[src/rtl/fb_rect_writer.sv]
// ============================================================================
// Module   : fb_rect_writer
// Brief    : Avalon-MM write master that fills a framebuffer rectangle with a
//            single colour index, one pixel word per accepted beat, raster order.
//            Optional clipping to the visible area: define FB_RECT_CLIP_EN.
// Revision : 1.0 - initial release
// ============================================================================
`default_nettype none

module fb_rect_writer #(
    parameter int FB_WIDTH  = 150,
    parameter int FB_HEIGHT = 480
) (
    input  logic        clk,
    input  logic        reset_n,
    input  logic        cmd_valid,
    output logic        cmd_ready,
    input  logic [7:0]  cmd_x,
    input  logic [8:0]  cmd_y,
    input  logic [7:0]  cmd_w,
    input  logic [8:0]  cmd_h,
    input  logic [5:0]  cmd_color,
    output logic        av_chipselect,
    output logic        av_write,
    output logic [1:0]  av_address,
    output logic [31:0] av_writedata,
    input  logic        av_waitrequest,
    output logic        busy,
    output logic        done
);

`ifdef FB_RECT_CLIP_EN
    localparam bit c_clip_en = 1'b1;
`else
    localparam bit c_clip_en = 1'b0;
`endif

    localparam logic [1:0] c_st_idle = 2'd0;
    localparam logic [1:0] c_st_run  = 2'd1;
    localparam logic [1:0] c_st_fin  = 2'd2;

    localparam logic [9:0] c_fb_width  = 10'(FB_WIDTH);
    localparam logic [9:0] c_fb_height = 10'(FB_HEIGHT);

    logic [1:0]  r_state;
    logic [7:0]  r_x;
    logic [8:0]  r_y;
    logic [7:0]  r_w;
    logic [8:0]  r_h;
    logic [5:0]  r_color;
    logic [7:0]  r_col_off;
    logic [8:0]  r_row_off;
    logic        r_cmd_ready;
    logic        r_av_write;
    logic        r_av_cs;
    logic [31:0] r_av_writedata;
    logic        r_busy;
    logic        r_done;

    logic [7:0]  w_eff_w;
    logic [8:0]  w_eff_h;
    logic        w_last_col;
    logic        w_last_row;

    function automatic logic [31:0] f_pixel_word(input logic [8:0] row,
                                                 input logic [7:0] col,
                                                 input logic [5:0] color);
        return {9'd0, row, col, color};
    endfunction

    // Effective size is fixed at accept time; without clipping it is the raw size.
    always_comb begin
        w_eff_w = cmd_w;
        w_eff_h = cmd_h;
        if (c_clip_en) begin
            if ({2'b00, cmd_x} >= c_fb_width)
                w_eff_w = 8'd0;
            else if ({2'b00, cmd_w} > c_fb_width - {2'b00, cmd_x})
                w_eff_w = 8'(c_fb_width - {2'b00, cmd_x});
            if ({1'b0, cmd_y} >= c_fb_height)
                w_eff_h = 9'd0;
            else if ({1'b0, cmd_h} > c_fb_height - {1'b0, cmd_y})
                w_eff_h = 9'(c_fb_height - {1'b0, cmd_y});
        end
    end

    assign w_last_col = (r_col_off == r_w - 8'd1);
    assign w_last_row = (r_row_off == r_h - 9'd1);

    always_ff @(posedge clk) begin
        if (!reset_n) begin
            r_state        <= c_st_idle;
            r_x            <= 8'd0;
            r_y            <= 9'd0;
            r_w            <= 8'd0;
            r_h            <= 9'd0;
            r_color        <= 6'd0;
            r_col_off      <= 8'd0;
            r_row_off      <= 9'd0;
            r_cmd_ready    <= 1'b0;
            r_av_write     <= 1'b0;
            r_av_cs        <= 1'b0;
            r_av_writedata <= 32'd0;
            r_busy         <= 1'b0;
            r_done         <= 1'b0;
        end else begin
            case (r_state)
                c_st_idle: begin
                    r_cmd_ready <= 1'b1;
                    if (cmd_valid && r_cmd_ready) begin
                        r_x         <= cmd_x;
                        r_y         <= cmd_y;
                        r_w         <= w_eff_w;
                        r_h         <= w_eff_h;
                        r_color     <= cmd_color;
                        r_col_off   <= 8'd0;
                        r_row_off   <= 9'd0;
                        r_cmd_ready <= 1'b0;
                        if (w_eff_w == 8'd0 || w_eff_h == 9'd0) begin
                            r_state <= c_st_fin;
                            r_done  <= 1'b1;
                        end else begin
                            r_state        <= c_st_run;
                            r_busy         <= 1'b1;
                            r_av_write     <= 1'b1;
                            r_av_cs        <= 1'b1;
                            r_av_writedata <= f_pixel_word(cmd_y, cmd_x, cmd_color);
                        end
                    end
                end
                c_st_run: begin
                    // Next pixel word is prepared on acceptance so the bus output stays registered.
                    if (!av_waitrequest) begin
                        if (w_last_col) begin
                            r_col_off <= 8'd0;
                            if (w_last_row) begin
                                r_state    <= c_st_fin;
                                r_av_write <= 1'b0;
                                r_av_cs    <= 1'b0;
                                r_busy     <= 1'b0;
                                r_done     <= 1'b1;
                            end else begin
                                r_row_off      <= r_row_off + 9'd1;
                                r_av_writedata <= f_pixel_word(r_y + r_row_off + 9'd1, r_x, r_color);
                            end
                        end else begin
                            r_col_off      <= r_col_off + 8'd1;
                            r_av_writedata <= f_pixel_word(r_y + r_row_off, r_x + r_col_off + 8'd1, r_color);
                        end
                    end
                end
                c_st_fin: begin
                    r_done      <= 1'b0;
                    r_cmd_ready <= 1'b1;
                    r_state     <= c_st_idle;
                end
                default: begin
                    r_state <= c_st_idle;
                end
            endcase
        end
    end

    assign cmd_ready     = r_cmd_ready;
    assign av_chipselect = r_av_cs;
    assign av_write      = r_av_write;
    assign av_address    = 2'b00;
    assign av_writedata  = r_av_writedata;
    assign busy          = r_busy;
    assign done          = r_done;

endmodule

`default_nettype wire

[config.mk]
export PLATFORM = sky130hd
export DESIGN_NAME = fb_rect_writer
export DESIGN_NICKNAME = d
export VERILOG_FILES = /design/src/rtl/fb_rect_writer.sv
export SDC_FILE = /design/constraint.sdc
export NUM_CORES = 1
export LEC_CHECK = 0
export CAP_MARGIN = 15
export CORE_MARGIN = 2
export CORE_UTILIZATION = 30
export DETAILED_ROUTE_END_ITERATION = 16
export PLACE_DENSITY = 0.48
export SLEW_MARGIN = 20
export SYNTH_ARGS = -nofsm -noshare
export SYNTH_HDL_FRONTEND = slang
export SYNTH_SLANG_ARGS = --single-unit
export TNS_END_PERCENT = 10
[constraint.sdc]
create_clock -name clk -period 6.5 [get_ports clk]
set_input_delay 1.95 -clock clk [delete_from_list [all_inputs] [get_ports clk]]
set_output_delay 1.95 -clock clk [all_outputs]
set_load 0.02 [all_outputs]
==> out/results.tsv, run 1 <==
stage	metric	value	unit
timing	maxSlewHeadroom	0.321	
timing	rsz0062_at_grt	false	
placement	port_buffers	71	
timing	tns	0	ps
global_route	grt_max_degree	46	
power_and_ir_drop	ir_drop	0.000130	V
placement	dp_cells	897	
setup_path	crit_required	6750	ps
clock_tree	clock_path_buffers	2	
global_route	grt_pass1_vias	4475	
floorplanning	num_rows	47	
timing	finalHoldViolCount	0	
timing	layout_min_cycle_time	4350	ps
floorplanning	die_w	135	um
clock_tree	ctsHoldBuffers	0	
synth	synthTopCellsByArea	dfxtp_1, nand2_1, a21boi_0	
clock_tree	post_cts_buffers	0	
power_and_ir_drop	p_leak	0.00238	uW
cells_and_area	instances_no_fill	913	
synth	ys_seq_area_frac	0.332	
detailed_routing	dr_wl_met2	6.76	mm
timing	tightest_slew	1020	ps
detailed_routing	top_layer	met4	
clock_tree	numCtsBuffers	9	
floorplanning	die_area	0.0182	sq mm
setup_path	cp-end-kind	flop	
cells_and_area	final_common_cell	nand2_1	
global_route	antenna_found_initial	0	
clock_tree	clock-sinks	85	
synth	synth-async-reset-ratio	0	
clock_tree	insertion_delay	340	ps
synth	yosysTopAreaCellShare	0.332	
timing	fmax	230	MHz
placement	hpwl	10.3	mm
timing	slew_viol_final	0	
synth	ys_types	65	
setup_path	critPathKind	primary input to flop	
status	outcome	finished, final reports clean	
detailed_routing	ant_nets	0	
detailed_routing	drt_iter0_drc	273	
setup_path	critPathMaxFanout	38	
synth	synth_cells	639	
detailed_routing	num_vias	4551	
clock_tree	htreeDepth	3	
floorplanning	io_pins	83	
detailed_routing	post-route-drc-count	0	
clock_tree	cts_tree	yes	
synth	synth.avg_cell_area	8.02	sq um
timing	finClkSkew	4.80	ps
timing	timing.hold.ws	463	ps
global_route	overflow	0	
cells_and_area	utilization	0.374	
global_route	gr-usage-all-layers	0.158	
synth	yosysWarningCount	0	
min_path	hold_class	flop to flop	
timing	setup_viol	0	
cells_and_area	syn_to_final_growth	21.4	%
detailed_routing	vias_per_cell	4.98	
placement	routabilityCongestion	0.835	
detailed_routing	wl_per_cell	15.1	um
synth	synth_edf_count	0	
setup_path	arrival	4590	ps
timing	min_period_over_period	0.669	
floorplanning	core-area	0.0166	sq mm
synth	synth-seq-cells	85	
clock_tree	cts-root-buf	clkbuf_16	
clock_tree	clk_pin_slew	60	ps
cells_and_area	antenna_cells	0	
detailed_routing	drtPass1Iterations	5	
setup_path	worst_setup_path_start_kind	primary input	
power_and_ir_drop	finalPower	1610	uW
detailed_routing	drt_wl_total	13.7	mm
cells_and_area	final_layout_size_suffix_gt1_frac	0.0577	
synth	yosys.area.top_type	dfxtp_1	
floorplanning	start_util	0.308	
detailed_routing	m1WireLength	6.44	mm
flow_run	maxCapViolCount	0	
floorplanning	die_h	135	um
power_and_ir_drop	powerDensity	259	mW/mm^2
cells_and_area	final_cell_mix	nand2_1, dfxtp_1, clkdlybuf4s50_1, a21boi_0, nor2_1	
global_route	grt_pass1_wl	22.9	mm
synth	synth_area	0.00513	sq mm
clock_tree	cts_resized	0	
synth	synth_ff_type	dfxtp_1	
detailed_routing	wl_met3	343	um
cells_and_area	nets	754	
## cells in the mapped netlist, types with 12 or more instances
cell and instances:
nand2_1 141, dfxtp_1 85, a21boi_0 45, nor2_1 41, clkbuf_1 25, xnor2_1 24
ha_1 20, xor2_1 20, inv_1 19, nand3_1 18, o21ai_0 17, buf_4 13
a21oi_1 12
## cells by family after synthesis
logic type               after synthesis  share of synthesized area
other                                  1                   0.000731
AO/OA/AOI/OAI                        140                      0.201
buffers and inverters                 69                     0.0688
XOR/XNOR                              45                     0.0796
multiplexers                           8                     0.0159
adder cells (fa/ha/maj)               22                     0.0566
AND/OR/NAND/NOR                      269                      0.245
flip-flops                            85                      0.332
## worst paths after layout
| check | startpoint | to | slack, ps | cells after the start |
|---|---|---|---|---|
| setup / recovery | cmd_valid | av_writedata[11] | 2150 | 10 |
| hold / removal | r_color[5] | r_color[5] | 460 | 2 |
| setup reg to reg | r_w[0] | r_row_off[4] | 2970 | 9 |
| hold reg to reg | r_color[5] | r_color[5] | 460 | 2 |
## metal layers
layer  global-route usage  vias to the layer above
li1                     -                     2312
met1                0.205                     2169
met2                0.267                       56
met3               0.0278                       14
met4               0.0491                        0
met5                    0                        -
## final cells by class
| class | count | area [sq um] |
|---|---|---|
| inverters | 19 | 71.3 |
| multi-input cells | 495 | 3120 |
| well taps | 220 | 275 |
| flip-flops and latches | 85 | 1700 |
| clock buffers | 13 | 280 |
| clock inverters | 3 | 17.5 |
| repair buffers | 78 | 758 |
| fillers | 1714 | 10400 |
## worst max-delay path, cell delays in order
cell             delay, ps
clkdlybuf4s50_1        470
a21oi_1                 60
a21oi_1                180
nor2_1                  70
nor2_1                 100
buf_4                  190
nand2_1                130
a21oi_4                780
nand2_2                300
o32ai_1                340
## stage by stage
stage	instance area, sq um	worst slack [ps]
CTS	6230	2140
finish	6230	2150
floorplan	5160	2980
global placement	5930	1890
global route	6230	1840
detailed placement	5930	1780
## where the power goes
group | internal [uW] | total (uW) | leakage [uW] | switching [uW]
sequential | 576 | 626 | 0.000692 | 49.6
combinational | 200 | 478 | 0.00154 | 278
clock | 300 | 509 | 0.000148 | 210
total | 1080 | 1610 | 0.00238 | 537
## registers in the layout (all words and copies together), names as in the netlist
name and cells:
av_writedata 23, r_h 9, r_row_off 9, r_y 9, r_col_off 8, r_w 8
r_x 8, r_color 6, r_state 2, busy 1, cmd_ready 1, done 1
(Power assumes the default switching activity.)
==> inputs of run 2 (changes only) <==
==> constraint.sdc (replaced) <==
create_clock -name clk -period 4.5 [get_ports clk]
set_input_delay 1.35 -clock clk [delete_from_list [all_inputs] [get_ports clk]]
set_output_delay 1.35 -clock clk [all_outputs]
set_load 0.02 [all_outputs]
==> out/results.tsv, run 2 (synthesis gave the netlist of run 1 again) <==
stage	metric	value	unit	change
timing	setup_viol	0		unchanged
clock_tree	ctsHoldBuffers	0		unchanged
floorplanning	start_util	0.308		unchanged
floorplanning	io_pins	83		unchanged
clock_tree	clk_pin_slew	60	ps	about the same
power_and_ir_drop	intPower	1510	uW	+41%
placement	port_buffers	71		unchanged
detailed_routing	ant_nets	0		unchanged
cells_and_area	final_common_cell	nand2_1		
power_and_ir_drop	p_leak	0.00236	uW	-0.83%
power_and_ir_drop	switching_power	781	uW	+45%
cells_and_area	syn_to_final_growth	20.9	%	
setup_path	critPathMaxFanout	16		-58%
floorplanning	die_area	0.0182	sq mm	unchanged
detailed_routing	wl_per_cell	15.4	um	+2.2%
clock_tree	cts_tree	yes		
global_route	grt_max_degree	67		+46%
setup_path	cpLargestDelayFamily	simple AND/OR/NAND/NOR gates		
setup_path	arrival	3790	ps	-800 ps
power_and_ir_drop	powerDensity	370	mW/mm^2	+43%
timing	layout_min_cycle_time	3500	ps	
cells_and_area	largest_reg_flops	23		unchanged
timing	tightest_slew	962	ps	-54.5 ps
setup_path	cp-startpoint	r_w[0]		
setup_path	r2r-start	r_w[0]		
timing	maxSlewHeadroom	0.359		+0.0379
flow_run	maxCapViolCount	0		unchanged
timing	rsz0062_at_grt	false		
clock_tree	post_cts_buffers	0		unchanged
power_and_ir_drop	ir_drop	0.000159	V	+22%
clock_tree	cts_resized	0		unchanged
detailed_routing	vias_per_cell	4.98		unchanged
detailed_routing	post-route-drc-count	0		unchanged
detailed_routing	drt_iter0_drc	227		-17%
setup_path	critical_path_depth	9		-1
timing	min_period_over_period	0.777		
timing	finalHoldViolCount	0		unchanged
power_and_ir_drop	switching_share	0.340		+0.00731
setup_path	crit_required	4790	ps	-1960 ps
setup_path	reg2reg_slack	1000	ps	-1970 ps
min_path	hold_class	flop to flop		
setup_path	worst_setup_path_start_kind	flop		
cells_and_area	instances_no_fill	913		unchanged
clock_tree	htreeDepth	3		unchanged
global_route	grt_pass1_vias	4426		-1.1%
setup_path	slowest_stage	a2111o_1		
power_and_ir_drop	combPwrFrac	0.304		+0.008
detailed_routing	drtPass1Iterations	4		-1
setup_path	slowest_delay	570	ps	-210 ps
setup_path	cp_cell_sequence	inv_1 > ha_1 > xnor2_1 > or4_1 > a2111o_1 > nor2_4 > a31oi_2 > or4_1 > nand2_1		
setup_path	ff2ff_path_depth	9		unchanged
floorplanning	die_h	135	um	unchanged
clock_tree	clock-sinks	85		unchanged
clock_tree	clock_path_buffers	2		unchanged
timing	finClkSkew	8.33	ps	+3.53 ps
power_and_ir_drop	pwr-share-seq	0.396		+0.008
cells_and_area	nets	755		+0.13%
setup_path	timing.critical_path.buf_inv	1		-1
global_route	grt_pass1_wl	22.6	mm	-1.1%
clock_tree	insertion_delay	350	ps	about the same
placement	routabilityCongestion	0.820		-1.9%
placement	hpwl	10.2	mm	-1.0%
cells_and_area	final_cell_mix	nand2_1, dfxtp_1, clkdlybuf4s50_1, a21boi_0, nor2_1		
status	outcome	finished, final reports clean		
setup_path	cp-endpoint	r_row_off[5]		
floorplanning	die_w	135	um	unchanged
timing	fmax	286	MHz	
global_route	gr-usage-all-layers	0.158		+0.000380
timing	tns	0	ps	unchanged
detailed_routing	num_vias	4551		unchanged
global_route	antenna_found_initial	0		unchanged
floorplanning	core-area	0.0166	sq mm	unchanged
setup_path	crit_top_cell	or4_1		
placement	dp_cells	898		+0.11%
setup_path	cp-end-kind	flop		
global_route	overflow	0		unchanged
floorplanning	num_rows	47		unchanged
power_and_ir_drop	power.share.clock	0.300		-0.016
timing	slew_viol_final	0		unchanged
clock_tree	numCtsBuffers	9		unchanged
setup_path	critPathKind	flop to flop		
cells_and_area	final_layout_size_suffix_gt1_frac	0.0519		-0.00577
cells_and_area	antenna_cells	0		unchanged
setup_path	r2r_end	r_row_off[5]		
clock_tree	cts-root-buf	clkbuf_16		
detailed_routing	drt_wl_total	14.0	mm	+2.2%
## run 2: metrics by stage
step                      instance area (sq um)  setup slack [ps]  power, uW  hold slack (ps)   util
after floorplan                            5160              1580       1370              444      -
after global placement                     5940               904       1610              454  0.357
after detailed placement                   5940               827       1620              463  0.357
after CTS                                  6200              1020       2320              471  0.372
after global routing                       6200               853       2430              494  0.372
final                                      6200              1000       2290              471  0.372
## run 2: final cells by class
type                       instances  area (sq um)
fill                            1722         10400
multi-input combinational        495          3120
sequential                        85          1700
timing repair buffer              79           766
tap                              220           275
clock buffer                      14           254
inverter                          19          71.3
clock inverter                     1          7.51
## run 2: tightest hold or removal path, stage by stage (launching register included)
cell and delay, ps:
dfxtp_1 310, nand2_1 50, a21boi_0 70
## run 2: how the worst min path moves through the flow
stage                      from          endpoint  slack [ps]  depth (start not counted)
3_5_place_dp         r_color[5]        r_color[5]         460                          2
6_report             r_color[1]        r_color[1]         470                          2
4_1_cts              r_color[5]        r_color[5]         470                          2
3_3_place_gp         r_color[5]        r_color[5]         450                          2
2_1_floorplan        r_color[0]        r_color[0]         440                          2
5_1_grt        av_writedata[15]  av_writedata[15]         490                          2
## run 2: power by group through the flow
stage,registers [uW],logic [uW],clock network [uW]
after detailed placement,925,700,0
after CTS,908,704,709
final,907,698,688
after floorplan,949,422,0
after global placement,923,688,0
after global routing,917,768,743
## run 2: layer usage
layer	share of wire	up-vias	track usage
met5	0	-	0
met4	0.024	0	0.0713
met3	0.024	22	0.0195
met2	0.49	64	0.270
met1	0.46	2158	0.201
li1	-	2307	-
==> inputs of run 3 (changes only) <==
--- a/config.mk
+++ b/config.mk
@@ -9,7 +9,7 @@
 export CORE_MARGIN = 2
 export CORE_UTILIZATION = 30
 export DETAILED_ROUTE_END_ITERATION = 16
-export PLACE_DENSITY = 0.48
+export PLACE_DENSITY = 0.5
 export SLEW_MARGIN = 20
 export SYNTH_ARGS = -nofsm -noshare
 export SYNTH_HDL_FRONTEND = slang
==> constraint.sdc (replaced) <==
create_clock -name clk -period 3.1 [get_ports clk]
set_input_delay 0.93 -clock clk [delete_from_list [all_inputs] [get_ports clk]]
set_output_delay 0.93 -clock clk [all_outputs]
set_load 0.02 [all_outputs]
==> out/results.tsv, run 3 (synthesis gave the netlist of run 1 again) <==
stage	metric	value	unit	change
timing	min_period_over_period	0.952		+0.175
timing	slew_viol_final	0		unchanged
setup_path	crit_required	3340	ps	-1450 ps
clock_tree	numCtsBuffers	9		unchanged
cells_and_area	largest_reg_flops	23		unchanged
global_route	grt_pass1_wl	22.7	mm	+0.43%
detailed_routing	post-route-drc-count	0		unchanged
setup_path	r2r-start	r_h[1]		
timing	maxSlewHeadroom	0.600		+0.241
min_path	hold_end	r_color[3]		
clock_tree	cts-root-buf	clkbuf_16		
cells_and_area	multiInputGateArea	0.00314	sq mm	+0.68%
cells_and_area	syn_to_final_growth	24.7	%	
detailed_routing	drtPass1Iterations	4		unchanged
floorplanning	core-area	0.0166	sq mm	unchanged
setup_path	worst_setup_path_start_kind	flop		
flow_run	maxCapViolCount	0		unchanged
global_route	overflow	0		unchanged
setup_path	r2r_end	av_writedata[4]		
detailed_routing	drt_iter0_drc	246		+8.4%
clock_tree	cts_tree	yes		
floorplanning	die_w	135	um	unchanged
clock_tree	clock-sinks	85		unchanged
floorplanning	die_area	0.0182	sq mm	unchanged
detailed_routing	ant_nets	0		unchanged
power_and_ir_drop	p_leak	0.00248	uW	+5.3%
timing	finalHoldViolCount	0		unchanged
power_and_ir_drop	powerDensity	531	mW/mm^2	+44%
global_route	grt_max_degree	41		-39%
status	outcome	finished, final reports clean		
timing	tightest_slew	599	ps	-362 ps
timing	rsz0062_at_grt	false		
power_and_ir_drop	ir_drop	0.000278	V	+76%
setup_path	ff2ff_path_depth	10		+1
detailed_routing	drt_wl_total	14.1	mm	+0.16%
cells_and_area	n_fill_cell	1696		-1.5%
timing	layout_min_cycle_time	2950	ps	-546 ps
min_path	hold_depth	2		unchanged
setup_path	critPathKind	flop to flop		
timing	fmax	339	MHz	+18%
global_route	antenna_found_initial	0		unchanged
placement	hpwl	10.3	mm	+1.4%
timing	finClkSkew	6.80	ps	-1.53 ps
cells_and_area	nets	775		+2.6%
detailed_routing	vias_per_cell	5.00		+0.31%
setup_path	arrival	3190	ps	-600 ps
setup_path	reg2reg_slack	150	ps	-850 ps
clock_tree	clk_pin_slew	60	ps	about the same
floorplanning	io_pins	83		unchanged
setup_path	critPathMaxFanout	19		+3
timing	setup_viol	0		unchanged
min_path	hold_class	flop to flop		
clock_tree	clock_path_buffers	2		unchanged
cells_and_area	final_cell_mix	nand2_1, dfxtp_1, clkdlybuf4s50_1, a21boi_0, nor2_1		
setup_path	cp-end-kind	flop		
placement	routabilityCongestion	0.821		+0.13%
floorplanning	die_h	135	um	unchanged
placement	port_buffers	71		unchanged
min_path	holdCritStartpoint	r_color[3]		
detailed_routing	num_vias	4670		+2.6%
placement	dp_slack	-446	ps	-1270 ps
global_route	gr-usage-all-layers	0.158		-0.000368
cells_and_area	antenna_cells	0		unchanged
floorplanning	start_util	0.308		unchanged
clock_tree	insertion_delay	350	ps	about the same
global_route	grt_pass1_vias	4554		+2.9%
cells_and_area	seqCellArea	0.00170	sq mm	about the same
cells_and_area	final_common_cell	nand2_1		
cells_and_area	final_layout_size_suffix_gt1_frac	0.0854		+0.0335
floorplanning	num_rows	47		unchanged
timing	setup_ws	149	ps	-854 ps
timing	timing.hold.ws	462	ps	-8.84 ps
clock_tree	htreeDepth	3		unchanged
detailed_routing	wl_per_cell	15.1	um	-2.1%
## run 3: how the worst max path moves through the flow
stage               startpoint                to  slack [ps]  depth (start not counted)
floorplan               r_w[0]  av_writedata[20]         350                         10
global route            r_h[1]   av_writedata[5]         0.3                         10
finish                  r_h[1]   av_writedata[4]         150                         10
CTS                     r_h[1]   av_writedata[5]          50                         10
detailed placement   cmd_valid   av_writedata[9]        -450                          9
global placement     cmd_valid  av_writedata[13]        -310                          9
## run 3: through the flow
step / cell area [sq um] / setup TNS, ps / cells / total power [uW] / util
floorplan: 5160 / 0 / 649 / 1990 / -
global placement: 6050 / -3820 / 912 / 2340 / 0.364
detailed placement: 6050 / -5870 / 912 / 2360 / 0.364
CTS: 6390 / 0 / 934 / 3440 / 0.384
global route: 6390 / 0 / 934 / 3580 / 0.384
finish: 6390 / 0 / 934 / 3400 / 0.384
## run 3: what timing repair did
item                                    CTS  global route
gates cloned                              1             0
setup buffers                             5             0
hold buffers                              0             0
endpoints found under the setup margin   11            24
pin swaps                                 2             1
resized for setup                         1             2
hold endpoints to repair                  0             0
## run 3: area by class of cell
| type | count | share of cell area |
|---|---|---|
| inverters | 19 | 0.0112 |
| repair buffers | 98 | 0.144 |
| flip-flops and latches | 85 | 0.266 |
| multi-input cells | 496 | 0.492 |
| well taps | 220 | 0.0431 |
| clock inverters | 4 | 0.00352 |
| clock buffers | 12 | 0.0401 |
## run 3: per-layer routing
metal | GRT usage | share of wire | up-vias
li1 | - | - | 2353
met1 | 0.191 | 0.44 | 2214
met2 | 0.281 | 0.50 | 83
met3 | 0.0229 | 0.031 | 20
met4 | 0.0637 | 0.021 | 0
met5 | 0 | 0 | -
## run 3: report_power, final
part / internal [uW] / switching, uW / total (uW)
Sequential: 1210 / 101 / 1310
Clock: 583 / 447 / 1030
Combinational: 445 / 612 / 1060
Total: 2240 / 1160 / 3400
## run 3: critical path, stage by stage, from the launching register on
cell      delay [ps]
dfxtp_1          340
inv_1             70
ha_1             190
or3b_4           410
or4_1            520
a221oi_2         300
o211ai_2         190
nor3_4           240
buf_4            170
a21oi_4          150
o211a_1          250
